[src/rtl/cordic_vector_post.sv]
// CORDIC vectoring output stage: removes the CORDIC gain with a bit-serial
// shift-add multiply and folds the pre-rotation quadrant back into the angle.
//
//   state  | meaning
//   -------+-----------------------------------------------------------
//   S_IDLE | ready for a new vector; angle correction done on accept
//   S_MUL  | one KCOMP bit per cycle, LSB first, counter 0..KFRAC
//   S_DONE | result held on the output until downstream accepts it
module cordic_vector_post #(
  parameter int N     = 31,
  parameter int M     = 31,
  parameter int KCOMP = 19898,
  parameter int KFRAC = 15
) (
  input  logic                clk,
  input  logic                rst,
  input  logic                in_valid,
  output logic                in_ready,
  input  logic signed [N:0]   x_in,
  input  logic        [M:0]   ang_in,
  input  logic        [1:0]   quad_in,
  output logic                out_valid,
  input  logic                out_ready,
  output logic signed [N:0]   mag_out,
  output logic        [M:0]   ang_out
);

  localparam int AW = N + KFRAC + 2;
  localparam int CW = (KFRAC > 0) ? $clog2(KFRAC + 1) : 1;
  localparam logic [KFRAC:0] K_VEC    = (KFRAC + 1)'(KCOMP);
  localparam logic [CW-1:0]  CNT_LAST = CW'(KFRAC);
  localparam logic [M:0]     QUARTER  = (M + 1)'(1) << (M - 1);
  localparam logic [M:0]     HALF     = (M + 1)'(1) << M;

  typedef enum logic [1:0] {S_IDLE, S_MUL, S_DONE} state_t;

  state_t                r_state;
  state_t                w_state_next;
  logic signed [N:0]     r_x;
  logic signed [AW-1:0]  r_acc;
  logic        [CW-1:0]  r_cnt;
  logic signed [N:0]     r_mag;
  logic        [M:0]     r_ang;

  logic signed [AW-1:0]  w_x_ext;
  logic signed [AW-1:0]  w_term;
  logic signed [AW-1:0]  w_acc_next;
  logic        [M:0]     w_off;
  logic                  w_last;

  always_ff @(posedge clk) begin
    if (rst) r_state <= S_IDLE;
    else     r_state <= w_state_next;
  end

  always_comb begin
    w_state_next = r_state;
    case (r_state)
      S_IDLE:  if (in_valid)  w_state_next = S_MUL;
      S_MUL:   if (w_last)    w_state_next = S_DONE;
      S_DONE:  if (out_ready) w_state_next = S_IDLE;
      default:                w_state_next = S_IDLE;
    endcase
  end

  always_comb begin
    in_ready  = (r_state == S_IDLE) && !rst;
    out_valid = (r_state == S_DONE) && !rst;
  end

  // Partial products are full width; the only scaling is the final slice,
  // which is the arithmetic shift by KFRAC and gives floor semantics.
  assign w_x_ext    = {{(KFRAC + 1){r_x[N]}}, r_x};
  assign w_term     = K_VEC[r_cnt] ? (w_x_ext << r_cnt) : '0;
  assign w_acc_next = r_acc + w_term;
  assign w_last     = (r_cnt == CNT_LAST);

  always_comb begin
    w_off = '0;
    case (quad_in)
      2'b01:   w_off = QUARTER;
      2'b10:   w_off = (M + 1)'(0) - QUARTER;
      2'b11:   w_off = HALF;
      default: w_off = '0;
    endcase
  end

  always_ff @(posedge clk) begin
    if (rst) begin
      r_x   <= '0;
      r_acc <= '0;
      r_cnt <= '0;
      r_mag <= '0;
      r_ang <= '0;
    end else begin
      case (r_state)
        S_IDLE: begin
          if (in_valid) begin
            r_x   <= x_in;
            r_acc <= '0;
            r_cnt <= '0;
            r_ang <= ang_in + w_off;
          end
        end
        S_MUL: begin
          r_acc <= w_acc_next;
          r_cnt <= r_cnt + 1'b1;
          if (w_last) r_mag <= w_acc_next[KFRAC +: N + 1];
        end
        default: ;
      endcase
    end
  end

  assign mag_out = r_mag;
  assign ang_out = r_ang;

endmodule
[config.mk]
export PLATFORM = sky130hd
export DESIGN_NAME = cordic_vector_post
export DESIGN_NICKNAME = d
export VERILOG_FILES = /design/src/rtl/cordic_vector_post.sv
export SDC_FILE = /design/constraint.sdc
export NUM_CORES = 1
export LEC_CHECK = 0
export BUFFER_PORTS_ARGS = -buffer_cell sky130_fd_sc_hd__buf_4
export CORE_ASPECT_RATIO = 1.5
export CORE_MARGIN = 5
export CORE_UTILIZATION = 50
export DETAILED_ROUTE_END_ITERATION = 7
export GPL_TIMING_DRIVEN = 1
export PLACE_DENSITY_LB_ADDON = 0.12
export REMOVE_ABC_BUFFERS = 1
export SKIP_CTS_REPAIR_TIMING = 1
export SLEW_MARGIN = 15
export SYNTH_ARGS = -nofsm -noshare
export SYNTH_HDL_FRONTEND = slang
export SYNTH_SLANG_ARGS = --single-unit
[constraint.sdc]
create_clock -name clk -period 11.2 [get_ports clk]
set_clock_uncertainty 0.1 [all_clocks]
set_input_delay 0 -clock clk [delete_from_list [all_inputs] [get_ports clk]]
set_output_delay 0 -clock clk [all_outputs]
set_load 0.005 [all_outputs]
Yosys cells after proc, flatten, opt, wreduce, memory -nomap -nowiden
Memory sizes are Yosys's and may differ from the RTL's. A register that Yosys moved wholly into a read port is not among the register bits.
Index checks and enable logic that the tools add are counted.
{"block": "totals", "regBits": 150, "latchBits": 0, "mem_bits_rw": 0, "romBits": 16, "inputBits": 70, "memories": 1}
{"memory": "(name not given)", "words": 16, "width": 1, "rd": 1, "rd_clocked_by_memory_dff": 1, "wr": 0, "line_no": "74", "rtl": "assign w_term = K_VEC[r_cnt] ? (w_x_ext << r_cnt) : '0;"}
{"block": "op_classes", "n_addsub": 3, "multipliers": 0, "div_mod_pow": 0, "n_lt_le_gt_ge": 1, "eq_ne": 9, "shift": 1, "n_mux": 13, "bitwise": 0, "reduce_logical": 9}
{"cell": "48-bit 2-to-1 mux", "n": 2}
{"cell": "32-bit case mux with 3 select lines", "n": 1}
{"cell": "48-bit case mux with 2 select lines", "n": 1}
{"cell": "48-bit adder", "n": 1}
{"cell": "48-bit by 4-bit left shift with 48-bit output", "n": 1}
{"cell": "32-bit adder", "n": 1}
{"cell": "4-bit 2-to-1 mux", "n": 3}
{"cell": "4-bit case mux with 2 select lines", "n": 1}
{"cell": "2-bit == test (second input constant)", "n": 3}
{"cell": "2-bit 2-to-1 mux", "n": 3}
{"cell": "2-bit inequality test (second input constant)", "n": 3}
{"cell": "2-bit case mux with 3 select lines", "n": 1}
{"cell": "2-bit AND reduction", "n": 3}
{"cell": "4-bit by 5-bit less-than comparator with 1-bit output (second input constant)", "n": 1}
{"cell": "4-bit by 1-bit adder with 4-bit output (second input constant)", "n": 1}
{"cell": "2-bit by 1-bit == test with 1-bit output (second input constant)", "n": 2}
{"cell": "4-bit == test (second input constant)", "n": 1}
{"cell": "3-bit AND reduction", "n": 1}
{"cell": "1-bit logical AND", "n": 2}
{"cell": "2-bit zero test", "n": 1}
{"cell": "2-bit nonzero test", "n": 1}
{"cell": "1-bit zero test", "n": 1}
{"cell": "1-bit 2-to-1 mux", "n": 1}

Longest topological paths before layout
Gate-level depths: netlist (run 1).
{"block": "logic_depth", "depth_word": 5, "depth_mapped": 21, "depth_no_buf": 18}

Worst setup path after synthesis (run 1)
OpenSTA, ideal clock, no wires.
{"block": "synth_path", "path_type": "register -> register", "startpoint": "reg r_cnt[0]", "endpoint": "reg r_mag[25], in the netlist mag_out[25]", "arrival_time_ns": 4.113, "t_required_ns": 11.038, "path_slack_ns": 6.925, "path_stages_with_launch": 16, "n_path_buf": 2, "path_cell_list": "dfxtp_1 -> buf_1 -> mux4_2 -> mux2_2 -> o21ai_0 -> nor2_1 -> ha_1 -> buf_4 -> nand4_2 -> or3_4 -> o31ai_4 -> a21o_4 -> a21oi_4 -> o31a_1 -> or4_1 -> nand3_1"}
{"block": "synth_via", "elab_chain_cells": 3, "word_cells_on_any_way": 5, "classes_between": "add/sub: 1; eq/ne: 1; shift: 1; mux: 1; reduce/logical: 1"}
{"element": "from (decl)", "line_no": "41", "rtl": "logic [CW-1:0] r_cnt;"}
{"element": "from (signal assigned)", "line_no": "107", "rtl": "r_cnt <= r_cnt + 1'b1;"}
{"element": "48-bit by 4-bit left shift with 48-bit output", "line_no": "74"}
{"element": "48-bit 2-to-1 mux", "line_no": "74"}
{"element": "48-bit adder", "line_no": "75", "rtl": "assign w_acc_next = r_acc + w_term;"}
{"element": "to (signal assigned)", "line_no": "108", "rtl": "if (w_last) r_mag <= w_acc_next[KFRAC +: N + 1];"}
{"element": "to (decl)", "line_no": "42", "rtl": "logic signed [N:0] r_mag;"}
Parallel ways exist; a longest one is shown, timed or not.
A chain may end at the register's enable or synchronous reset.

Final worst setup path (run 1)
{"block": "layout_path", "startpoint": "reg r_cnt[0]", "endpoint": "reg r_acc[41]"}
{"block": "layout_via", "elab_chain_cells": 4}
{"element": "48-bit by 4-bit left shift with 48-bit output", "line_no": "74"}
{"element": "48-bit 2-to-1 mux", "line_no": "74"}
{"element": "48-bit adder", "line_no": "75"}
{"element": "48-bit case mux with 2 select lines", "line_no": "96", "rtl": "case (r_state)"}
{"element": "to (signal assigned)", "line_no": "106", "rtl": "r_acc <= w_acc_next;"}
{"element": "to (decl)", "line_no": "40", "rtl": "logic signed [AW-1:0] r_acc;"}
No other way between the ends.

==> qor.yml, run 1 <==
crit_path_top_delay_cell: "dfxtp_2"
wirelength_mm: 27.2
layout-drive-gt1-share_pct: 17.0
ant_nets: 0
die-area_sq_mm: 0.0222
clock.fmax_ghz: 0.202
yosysSeqAreaShare_pct: 31.2
final_cell_mix: "nand2_1 (261), a21oi_1 (163), dfxtp_1 (147)"
max-cap-violations: 0
hold_path.class: "primary input to flop"
vias_per_cell: 5.60
r2r_cells: 15
instances_no_fill: 1636
drtPass1Iterations: 5
drc: 0
wire_per_inst_um: 16.6
critical_path_arrival_ps: 5160
clk_pin_slew_ps: 60
crit_buf_inv: 0
async_reset_ff_share_pct: 0
crit_cells: 15
nNetsFinal: 1488
num_vias: 9166
syn_inst: 1230
antenna_found_initial: 0
placeableCoreArea_sq_mm: 0.0191
endpoint_kind: "flop"
grt_pass1_wl_mm: 42.9
drt-initial-drc-count: 620
timing.critical_path.mode_cell: "nor2_1"
powerDensity_mw_per_mm2: 108
reg2reg_to: "r_acc[41]$_SDFFE_PP0P_"
synth_edf_count: 0
critPathRequiredTime_ps: 11400
worst_pin_slew_ps: 1060
crit_path_max_fanout: 40
syn2layout_area_growth_pct: 23.7
reg2reg_from: "r_cnt[0]$_SDFFE_PP0P_"
port_buffers: 135
relSlewSlack_pct: 29.4
critPathKind: "flop to flop"
diodes: 0
h-tree-depth: 4
tritoncts: "built"
synth_area_sq_mm: 0.00964
hold_start: "rst"
peakVddDrop_uv: 101
holdPathStages: 2
grt_usage_pct: 23.9
ys_warn_count: 0
ioPinCount: 136
min_period_ps: 4960
hpwl_mm: 19.2
cp_cell_sequence: "mux4_2, mux2i_1, nor2_1, a41oi_1, nor2_1, ha_1, a21oi_1, nor2_1, a2111oi_1, a31oi_1, o21ai_0, nand3_1, a31oi_1, xor2_1, o21ai_0"
synth_xor_area_share_pct: 3.91
synthAdderAreaFrac_pct: 6.80
synth_mux_area_share_pct: 9.33
hold_violations: 0
rows: 62
layout_commonest_cell: "nand2_1"
die_w_um: 123
post-place-cells: 1537
synth_ff_type: "dfxtp_1"
synth_cell_types: 71
gr-total-overflow: 0
yosys.area_share.simple_pct: 20.4
grt_max_degree: 81
status: "finished clean"
leakagePower_nw: 4.98
numClockSinks: 150
synth_seq_cells: 150
cts.path.max_buffers: 2
clk_latency_ps: 440
die_h_um: 180
critPathMaxStageDelay_ps: 970
grt_pass1_vias: 8761
path_delay_family: "compound AO/OA/AOI/OAI gates"
fin_setup_tns_ps: 0
start_util_pct: 50.5
rsz0062_at_grt: "false"
avgSynthCellArea_sq_um: 7.84
drv_slew: 0
setup_viol: 0
hold-path-endpoint: "r_cnt[1]$_SDFFE_PP0P_"
finalCritPeriodShare_pct: 44.3
gp_congestion: 0.931
synth_compound_area_share_pct: 23.8
fill_cells: 1789
r2r_slack_ps: 6240
critPathLaunchType: "flop"
numCtsBuffers: 17
synth_top_family_by_area: "compound AO/OA/AOI/OAI gates"
cts-root-buf: "clkbuf_16"
## per-stage QoR
step | instance area [sq um] | utilization, % | hold slack (ps) | total power (W) | setup WS [ps]
6_report | 11900 | 62.5 | 56.8 | 0.00129 | 6240
2_1_floorplan | 9270 | - | -70.0 | 0.000663 | 6330
4_1_cts | 11200 | 58.9 | -314 | 0.00128 | 6290
3_5_place_dp | 10700 | 56.0 | 155 | 0.000734 | 6300
3_3_place_gp | 10700 | 56.0 | 147 | 0.000732 | 6320
5_1_grt | 11900 | 62.5 | 106 | 0.00135 | 5780
## cell usage after synthesis, types with 16 or more instances
| master | instances | area (sq um) |
|---|---|---|
| nand2_1 | 262 | 983 |
| a21oi_1 | 163 | 816 |
| dfxtp_1 | 150 | 3000 |
| clkbuf_1 | 68 | 255 |
| nor2_1 | 65 | 244 |
| o21ai_0 | 55 | 275 |
| ha_1 | 50 | 626 |
| mux2i_1 | 37 | 370 |
| nand3_1 | 31 | 155 |
| a21o_1 | 27 | 203 |
| xnor2_1 | 25 | 219 |
| inv_1 | 20 | 75.1 |
| buf_1 | 19 | 71.3 |
| mux4_2 | 18 | 405 |
| nor3_1 | 18 | 90.1 |
| xor2_1 | 18 | 158 |
| a211oi_1 | 16 | 120 |
| a22o_1 | 16 | 140 |
## kinds of logic after synthesis
| group | Yosys count |
|---|---|
| AO/OA/AOI/OAI | 359 |
| flip-flops | 150 |
| buffers and inverters | 113 |
| AND/OR/NAND/NOR | 447 |
| adder cells (fa/ha/maj) | 52 |
| XOR/XNOR | 43 |
| multiplexers | 66 |
## how the worst max path moves through the flow
stage          slack (ps)                       end                  start
2_1_floorplan        6330  mag_out[25]$_SDFFE_PP0P_  r_cnt[0]$_SDFFE_PP0P_
3_3_place_gp         6320    r_acc[41]$_SDFFE_PP0P_  r_cnt[0]$_SDFFE_PP0P_
3_5_place_dp         6300    r_acc[41]$_SDFFE_PP0P_  r_cnt[0]$_SDFFE_PP0P_
4_1_cts              6290    r_acc[41]$_SDFFE_PP0P_  r_cnt[0]$_SDFFE_PP0P_
5_1_grt              5780    r_acc[41]$_SDFFE_PP0P_  r_cnt[0]$_SDFFE_PP0P_
6_report             6240    r_acc[41]$_SDFFE_PP0P_  r_cnt[0]$_SDFFE_PP0P_
## metal layers
layer,GRT usage (%),wire length [um],vias to the layer above
li1,-,-,4636
met1,27.9,11100,4223
met2,41.2,13800,240
met3,5.46,1280,67
met4,10.3,1010,0
met5,0,0,-
## worst register-to-register path, cell delays in order, from the launching register on
cell	delay, ps
dfxtp_2	970
mux4_2	630
mux2i_1	230
nor2_1	70
a41oi_1	170
nor2_1	60
ha_1	350
a21oi_1	160
nor2_1	50
a2111oi_1	720
a31oi_1	380
o21ai_0	250
nand3_1	180
a31oi_1	240
xor2_1	170
o21ai_0	90
## area by class of cell
cell class,count,area [sq um],share of cell area [%]
Inverter,20,75.1,0.630
Timing Repair Buffer,211,1750,14.7
Clock buffer,18,439,3.68
Multi-Input combinational cell,967,6210,52.1
Clock inverter,14,116,0.976
Sequential cell,150,3010,25.2
Tap cell,256,320,2.69
## registers in the layout (all words and copies together) (netlist names), named ones only
| name | flops |
|---|---|
| r_acc | 47 |
| mag_out | 32 |
| r_cnt | 4 |
| r_state | 2 |
| r_x | 32 |
| ang_out | 32 |
## power by group
part | switching, W | internal, W | leakage [nW]
registers | 0.0000202 | 0.000550 | 1.22
logic | 0.0000892 | 0.0000837 | 3.50
clock network | 0.000250 | 0.000294 | 0.262
(Power assumes the default switching activity.)
==> inputs of run 2 (changes only) <==
Clock period 11.2 ns to 5.15 ns, I/O delays scaled along.
==> run 2 against run 1 <==
Routed wire length grew 3.0%. Fmax grew 6.0%. Worst hold slack worse by 40 ps. Sequential power is 120% higher. First-iteration DRC count is 9.7% lower. Count of clock-buffer cells in the layout shrank 1. Worst setup slack lost 5800 ps. Largest power group is now the clock network.
==> qor.yml, run 2 (same netlist as run 1, synthesis figures left out) <==
regMostFlops: "r_acc"  # unchanged
holdPathStages: 2  # unchanged
gp_congestion: 0.962  # was 0.931
fin_setup_tns_ps: 0  # unchanged
min_period_ps: 4680  # was 4960 ps
clock.fmax_ghz: 0.214  # was 0.202 GHz
clk_latency_ps: 440  # about the same
diodes: 0  # unchanged
antenna_found_initial: 0  # unchanged
rsz0062_at_grt: "false"  # unchanged
critPathKind: "flop to flop"  # unchanged
hold-path-endpoint: "r_cnt[1]$_SDFFE_PP0P_"  # unchanged
endpoint_kind: "flop"  # unchanged
relSlewSlack_pct: 21.1  # was 29.4%
hpwl_mm: 20.2  # was 19.2 mm
final_cell_mix: "nand2_1 (261), a21oi_1 (163), buf_4 (156)"  # was nand2_1 (261), a21oi_1 (163), dfxtp_1 (147)
status: "finished clean"  # unchanged
critical_path_arrival_ps: 4880  # was 5160 ps
drv_slew: 0  # unchanged
post-place-cells: 1549  # was 1537
port_buffers: 135  # unchanged
die-area_sq_mm: 0.0222  # unchanged
total_power_w: 0.00294  # was 0.00129 W
drtPass1Iterations: 5  # unchanged
stdcell_area_sq_mm: 0.0121  # was 0.0119 sq mm
fill_cells: 1749  # was 1789
multi_input_area_sq_mm: 0.00621  # about the same
regArea_sq_mm: 0.00301  # unchanged
h-tree-depth: 4  # unchanged
ant_nets: 0  # unchanged
worst_pin_slew_ps: 1180  # was 1060 ps
num_vias: 9285  # was 9166
powerDensity_mw_per_mm2: 244  # was 108 mW/mm^2
hold_violations: 0  # unchanged
cts.path.max_buffers: 2  # unchanged
drc: 0  # unchanged
instances_no_fill: 1648  # was 1636
numCtsBuffers: 17  # unchanged
reg2reg_from: "r_cnt[0]$_SDFFE_PP0P_"  # unchanged
rows: 62  # unchanged
cts-root-buf: "clkbuf_16"  # unchanged
die_h_um: 180  # unchanged
fin_ws_ps: 470  # was 6240 ps
grt_pass1_wl_mm: 44.6  # was 42.9 mm
grt_max_degree: 77  # was 81
die_w_um: 123  # unchanged
peakVddDrop_uv: 246  # was 101 uV
setup_viol: 0  # unchanged
wire_per_inst_um: 17.0  # was 16.6 um
crit_path_max_fanout: 22  # was 40
critPathLaunchType: "flop"  # unchanged
r2r_slack_ps: 470  # was 6240 ps
hold_path.class: "primary input to flop"  # unchanged
wirelength_mm: 28.0  # was 27.2 mm
start_util_pct: 50.5  # unchanged
grt_usage_pct: 24.7  # was 23.9%
hold_start: "rst"  # unchanged
grt_pass1_vias: 9037  # was 8761
r2r_cells: 17  # was 15
numClockSinks: 150  # unchanged
leakagePower_nw: 5.08  # was 4.98 nW
pre_cts_slack_ps: 489  # was 6300 ps
reg2reg_to: "r_acc[33]$_SDFFE_PP0P_"  # was r_acc[41]$_SDFFE_PP0P_
place_area_sq_mm: 0.0108  # was 0.0107 sq mm
critPathRequiredTime_ps: 5350  # was 11400 ps
clk_pin_slew_ps: 70  # was 60 ps
nNetsFinal: 1500  # was 1488
gr-total-overflow: 0  # unchanged
drt-initial-drc-count: 560  # was 620
largest_register_ffs: 47  # unchanged
layout_commonest_cell: "nand2_1"  # unchanged
placeableCoreArea_sq_mm: 0.0191  # unchanged
tritoncts: "built"  # unchanged
ioPinCount: 136  # unchanged
syn2layout_area_growth_pct: 25.2  # was 23.7%
finalCritPeriodShare_pct: 90.9  # was 44.3%
max-cap-violations: 0  # unchanged
vias_per_cell: 5.63  # was 5.60
layout-drive-gt1-share_pct: 17.6  # was 17.0%
[run 2: cell types whose count changed in the layout (fill, tap and decap cells not counted), sizes merged]
cell and change:
bufinv +3, buf +12, clkinvlp -2, clkbuf -1
[run 2: cell type report]
cell class / instances / area share [%]
Clock buffer: 17 / 3.53
Clock inverter: 15 / 1.59
Inverter: 20 / 0.622
Multi-Input combinational cell: 967 / 51.4
Sequential cell: 150 / 24.9
Tap cell: 256 / 2.65
Timing Repair Buffer: 223 / 15.3
[run 2: worst max-delay path by stage]
stage | startpoint | to | slack, ps | depth (start not counted)
finish | r_cnt[0]$_SDFFE_PP0P_ | r_acc[33]$_SDFFE_PP0P_ | 470 | 17
global route | r_cnt[0]$_SDFFE_PP0P_ | r_acc[33]$_SDFFE_PP0P_ | 70 | 17
global placement | r_cnt[0]$_SDFFE_PP0P_ | r_acc[39]$_SDFFE_PP0P_ | 610 | 16
detailed placement | r_cnt[0]$_SDFFE_PP0P_ | r_acc[33]$_SDFFE_PP0P_ | 490 | 17
floorplan | r_cnt[0]$_SDFFE_PP0P_ | mag_out[25]$_SDFFE_PP0P_ | 280 | 16
CTS | r_cnt[0]$_SDFFE_PP0P_ | r_acc[46]$_SDFFE_PP0P_ | 510 | 16
[run 2: metrics by stage]
step / hold slack (ps) / util [%]
3_5_place_dp: 156 / 56.5
4_1_cts: -315 / 59.7
2_1_floorplan: -70.0 / -
6_report: 17.1 / 63.2
5_1_grt: 75.2 / 63.2
3_3_place_gp: 146 / 56.5
[run 2: worst max-delay path: stages, from the launching register on]
cell and delay, ps:
dfxtp_2 700, mux2_2 400, o21ai_0 340, inv_1 80, mux2i_1 200, nand2_1 70, o21ai_0 100, nor2_1 70
ha_1 450, nand4_1 210, a211oi_1 340, nand3_1 110, a31oi_1 500, o311ai_1 180, o21a_1 240, o21ai_1 160
xnor2_1 170, o21ai_0 120
[run 2: power breakdown]
part / switching, W / internal [W] / total, W / leakage (nW)
clock: 0.000544 / 0.000774 / 0.00132 / 0.297
sequential: 0.0000366 / 0.00120 / 0.00123 / 1.22
combinational: 0.000204 / 0.000185 / 0.000389 / 3.56
[run 2: per-layer routing]
metal	track usage, %	routed length, um
met4	11.5	1150
met5	0	0
met1	28.6	11300
met2	42.5	14400
met3	5.40	1120
==> inputs of run 3 (changes only) <==
Settings changed: ABC_AREA set to 1.
==> run 3 against run 2 <==
Critical path depth increased by 6. Worst setup slack improved by 480 ps. Highest routed layer unchanged. Via count increased by 32%. First-iteration DRC count increased by 40%. The flow now finishes with violations (negative hold slack). Total power increased by 7.5%. Utilization decreased by 1.2 points. Critical path type unchanged. Routed wire length increased by 29%. Combinational power increased by 34%. Synthesized cell count increased by 57%.
==> qor.yml, run 3 <==
fin_hold_ws_ps: -42.6  # was 17.1 ps
p_comb_share_pct: 16.5  # was 13.2%
numCtsBuffers: 17  # unchanged
powerDensity_mw_per_mm2: 234  # was 244 mW/mm^2
leakagePower_nw: 7.06  # was 5.08 nW
critPathRequiredTime_ps: 5390  # was 5350 ps
gp_congestion: 0.969  # was 0.962
internal_power_w: 0.00225  # was 0.00215 W
fin_setup_tns_ps: 0  # unchanged
switching_power_w: 0.000910  # was 0.000785 W
yosysSeqAreaShare_pct: 27.2  # was 31.2%
ys_top_cells_by_count: "nand2_1 (700), inv_1 (264), nor2_1 (241)"  # was nand2_1 (262), a21oi_1 (163), dfxtp_1 (150)
die_h_um: 192  # was 180 um
ant_nets: 0  # unchanged
postLayoutCoreUtil_pct: 62.1  # was 63.2%
crit_path_top_delay_cell: "dfxtp_1"  # was dfxtp_2
synth_top_area_share_pct: 27.2  # was 31.2%
async_reset_ff_share_pct: 0  # unchanged
min_period_ps: 4200  # was 4680 ps
layout_commonest_cell: "nand2_1"  # unchanged
drv_slew: 0  # unchanged
hold_path.class: "primary input to flop"  # unchanged
num_vias: 12219  # was 9285
grt_pass1_vias: 11563  # was 9037
grt_usage_pct: 27.4  # was 24.7%
wire_per_inst_um: 15.2  # was 17.0 um
cts.path.max_buffers: 2  # unchanged
ioPinCount: 136  # unchanged
clk_latency_ps: 450  # was 440 ps
drc: 0  # unchanged
diodes: 0  # unchanged
setup_viol: 0  # unchanged
rows: 66  # was 62
wirelength_mm: 36.0  # was 28.0 mm
die_w_um: 131  # was 123 um
finalCritPeriodShare_pct: 81.5  # was 90.9%
max-cap-violations: 0  # unchanged
clock.fmax_ghz: 0.238  # was 0.214 GHz
start_util_pct: 50.9  # was 50.5%
synth_cell_types: 45  # was 71
layout-drive-gt1-share_pct: 11.2  # was 17.6%
tritoncts: "built"  # unchanged
largest_register_ffs: 47  # unchanged
grt_pass1_wl_mm: 56.1  # was 44.6 mm
grt_max_degree: 78  # was 77
drt-initial-drc-count: 783  # was 560
placeableCoreArea_sq_mm: 0.0217  # was 0.0191 sq mm
cts-root-buf: "clkbuf_16"  # unchanged
startpoint: "r_cnt[0]$_SDFFE_PP0P_"  # unchanged
synth_seq_cells: 150  # unchanged
port_buffers: 135  # unchanged
regMostFlops: "r_acc"  # unchanged
hpwl_mm: 27.5  # was 20.2 mm
status: "finished, violations left"  # was finished clean
nNetsFinal: 2213  # was 1500
worst_pin_slew_ps: 1150  # was 1180 ps
fill_cells: 2181  # was 1749
path_delay_family: "simple AND/OR/NAND/NOR gates"  # was compound AO/OA/AOI/OAI gates
ys_warn_count: 0  # unchanged
cp_cell_sequence: "inv_2, nand2_1, nand2_1, inv_1, nand2_1, o21ai_0, inv_1, o21ai_0, o22ai_1, ha_1, nand2_1, inv_1, nand2_1, nand2_1, nand2_1, nand2_1, inv_1, nand3_1, or2_2, nand3_1, nand2_1, nand2_1, inv_1"  # was mux2_2, o21ai_0, inv_1, mux2i_1, nand2_1, o21ai_0, nor2_1, ha_1, nand4_1, a211oi_1, nand3_1, a31oi_1, o311ai_1, o21a_1, o21ai_1, xnor2_1, o21ai_0
p_seq_share_pct: 39.5  # was 41.9%
synth.most_common_cell: "nand2_1"  # unchanged
clk_pin_slew_ps: 70  # about the same
clkPwrFrac_pct: 44.0  # was 44.8%
gr-total-overflow: 0  # unchanged
critPathMaxStageDelay_ps: 660  # was 700 ps
numClockSinks: 150  # unchanged
synth_area_sq_mm: 0.0110  # was 0.00964 sq mm
syn_inst: 1933  # was 1230
antenna_found_initial: 0  # unchanged
endpoint_kind: "flop"  # unchanged
critPathLaunchType: "flop"  # unchanged
final_cell_mix: "nand2_1 (700), inv_1 (263), nor2_1 (241)"  # was nand2_1 (261), a21oi_1 (163), buf_4 (156)
hold_start: "ang_in[31]"  # was rst
reg2reg_from: "r_cnt[0]$_SDFFE_PP0P_"  # unchanged
critPathKind: "flop to flop"  # unchanged
peakVddDrop_uv: 262  # was 246 uV
relSlewSlack_pct: 23.1  # was 21.1%
crit_path_max_fanout: 32  # was 22
synthTopCellsByArea: "dfxtp_1 (27%), nand2_1 (24%), inv_1 (9.0%), nor2_1 (8.2%), o21ai_0 (6.3%)"  # was dfxtp_1 (31%), nand2_1 (10%), a21oi_1 (8.5%), ha_1 (6.5%), mux4_2 (4.2%)
hold_violations: 1  # was 0
die-area_sq_mm: 0.0252  # was 0.0222 sq mm
violations: "negative hold slack"
crit_buf_inv: 6  # was 1
drtPass1Iterations: 5  # unchanged
switching_share_pct: 28.8  # was 26.7%
avgSynthCellArea_sq_um: 5.72  # was 7.84 sq um
rsz0062_at_grt: "false"  # unchanged
h-tree-depth: 4  # unchanged
timing.critical_path.mode_cell: "nand2_1"  # was o21ai_0
synth_edf_count: 0  # unchanged
synth_top_area_cell: "dfxtp_1"  # unchanged
syn2layout_area_growth_pct: 22.0  # was 25.2%
synth_ff_type: "dfxtp_1"  # unchanged
critical_path_arrival_ps: 4440  # was 4880 ps
vias_per_cell: 5.14  # was 5.63
==> run 3: cell types whose count changed after synthesis, sizes merged, moves of 36 or more <==
cell	before	now
o21ai	61	143
inv	20	274
nor2	65	256
nand3	31	82
a21oi	165	95
nand2	262	710
mux2i	37	1
==> run 3: tightest hold or removal path: cells and delay by family <==
| family | cells | cell delay, ps |
|---|---|---|
| XOR/XNOR | 1 | 70 |
| AND/OR/NAND/NOR | 1 | 130 |
| AO/OA/AOI/OAI | 1 | 140 |
| buffers and inverters | 2 | 140 |
==> run 3: cell type report <==
type                            instances  area, sq um  area share [%]
Inverter                              275         1030            7.66
Tap cell                              272          340            2.53
Multi-Input combinational cell       1434         6700            49.7
Clock buffer                           18          439            3.26
Clock inverter                         13          193            1.43
Timing Repair Buffer                  214         1770            13.1
Sequential cell                       150         3000            22.3
==> run 3: logic make-up (layout without fill, tap and decap cells) <==
logic type / Yosys count / after routing / synth area share, %
fa+ha+maj: 51 / 51 / 5.84
simple gates: 1087 / 1087 / 40.1
buf+inv: 349 / 520 / 12.2
compound gates: 287 / 287 / 13.9
xor+xnor: 7 / 7 / 0.555
flops: 150 / 150 / 27.2
mux: 2 / 2 / 0.226
==> run 3: per-layer routing <==
metal	track usage, %	vias to the layer above	part of all wire [%]
met2	49.7	333	50
met3	5.08	96	5.5
met1	30.3	5475	40
met5	0	-	0
met4	14.4	0	4.6
li1	-	6315	-
==> run 3: power by group through the flow <==
stage,logic [W],registers (W),clock network [W]
5_1_grt,0.000589,0.00125,0.00145
3_5_place_dp,0.000474,0.00127,0
6_report,0.000521,0.00125,0.00139
2_1_floorplan,0.000279,0.00127,0
3_3_place_gp,0.000470,0.00127,0
4_1_cts,0.000476,0.00125,0.00141
==> run 3: metrics by stage <==
stage	total power [W]	hold slack [ps]	worst slack, ps	cell area, sq um	std cells
after floorplan	0.00155	-70.0	1590	10700	1859
after detailed placement	0.00175	158	1030	12200	2279
after global placement	0.00174	150	1010	12200	2279
after global routing	0.00330	72.0	497	13500	2376
final	0.00316	-42.6	951	13500	2376
after CTS	0.00313	-308	989	12800	2310
==> run 3: worst paths after layout <==
path,to,slack [ps],cells after the start
max,mag_out[6]$_SDFFE_PP0P_,950,23
min,ang_out[31]$_SDFFE_PP0P_,-40,5
max reg2reg,mag_out[6]$_SDFFE_PP0P_,950,23
min reg2reg,r_acc[0]$_SDFFE_PP0P_,370,2
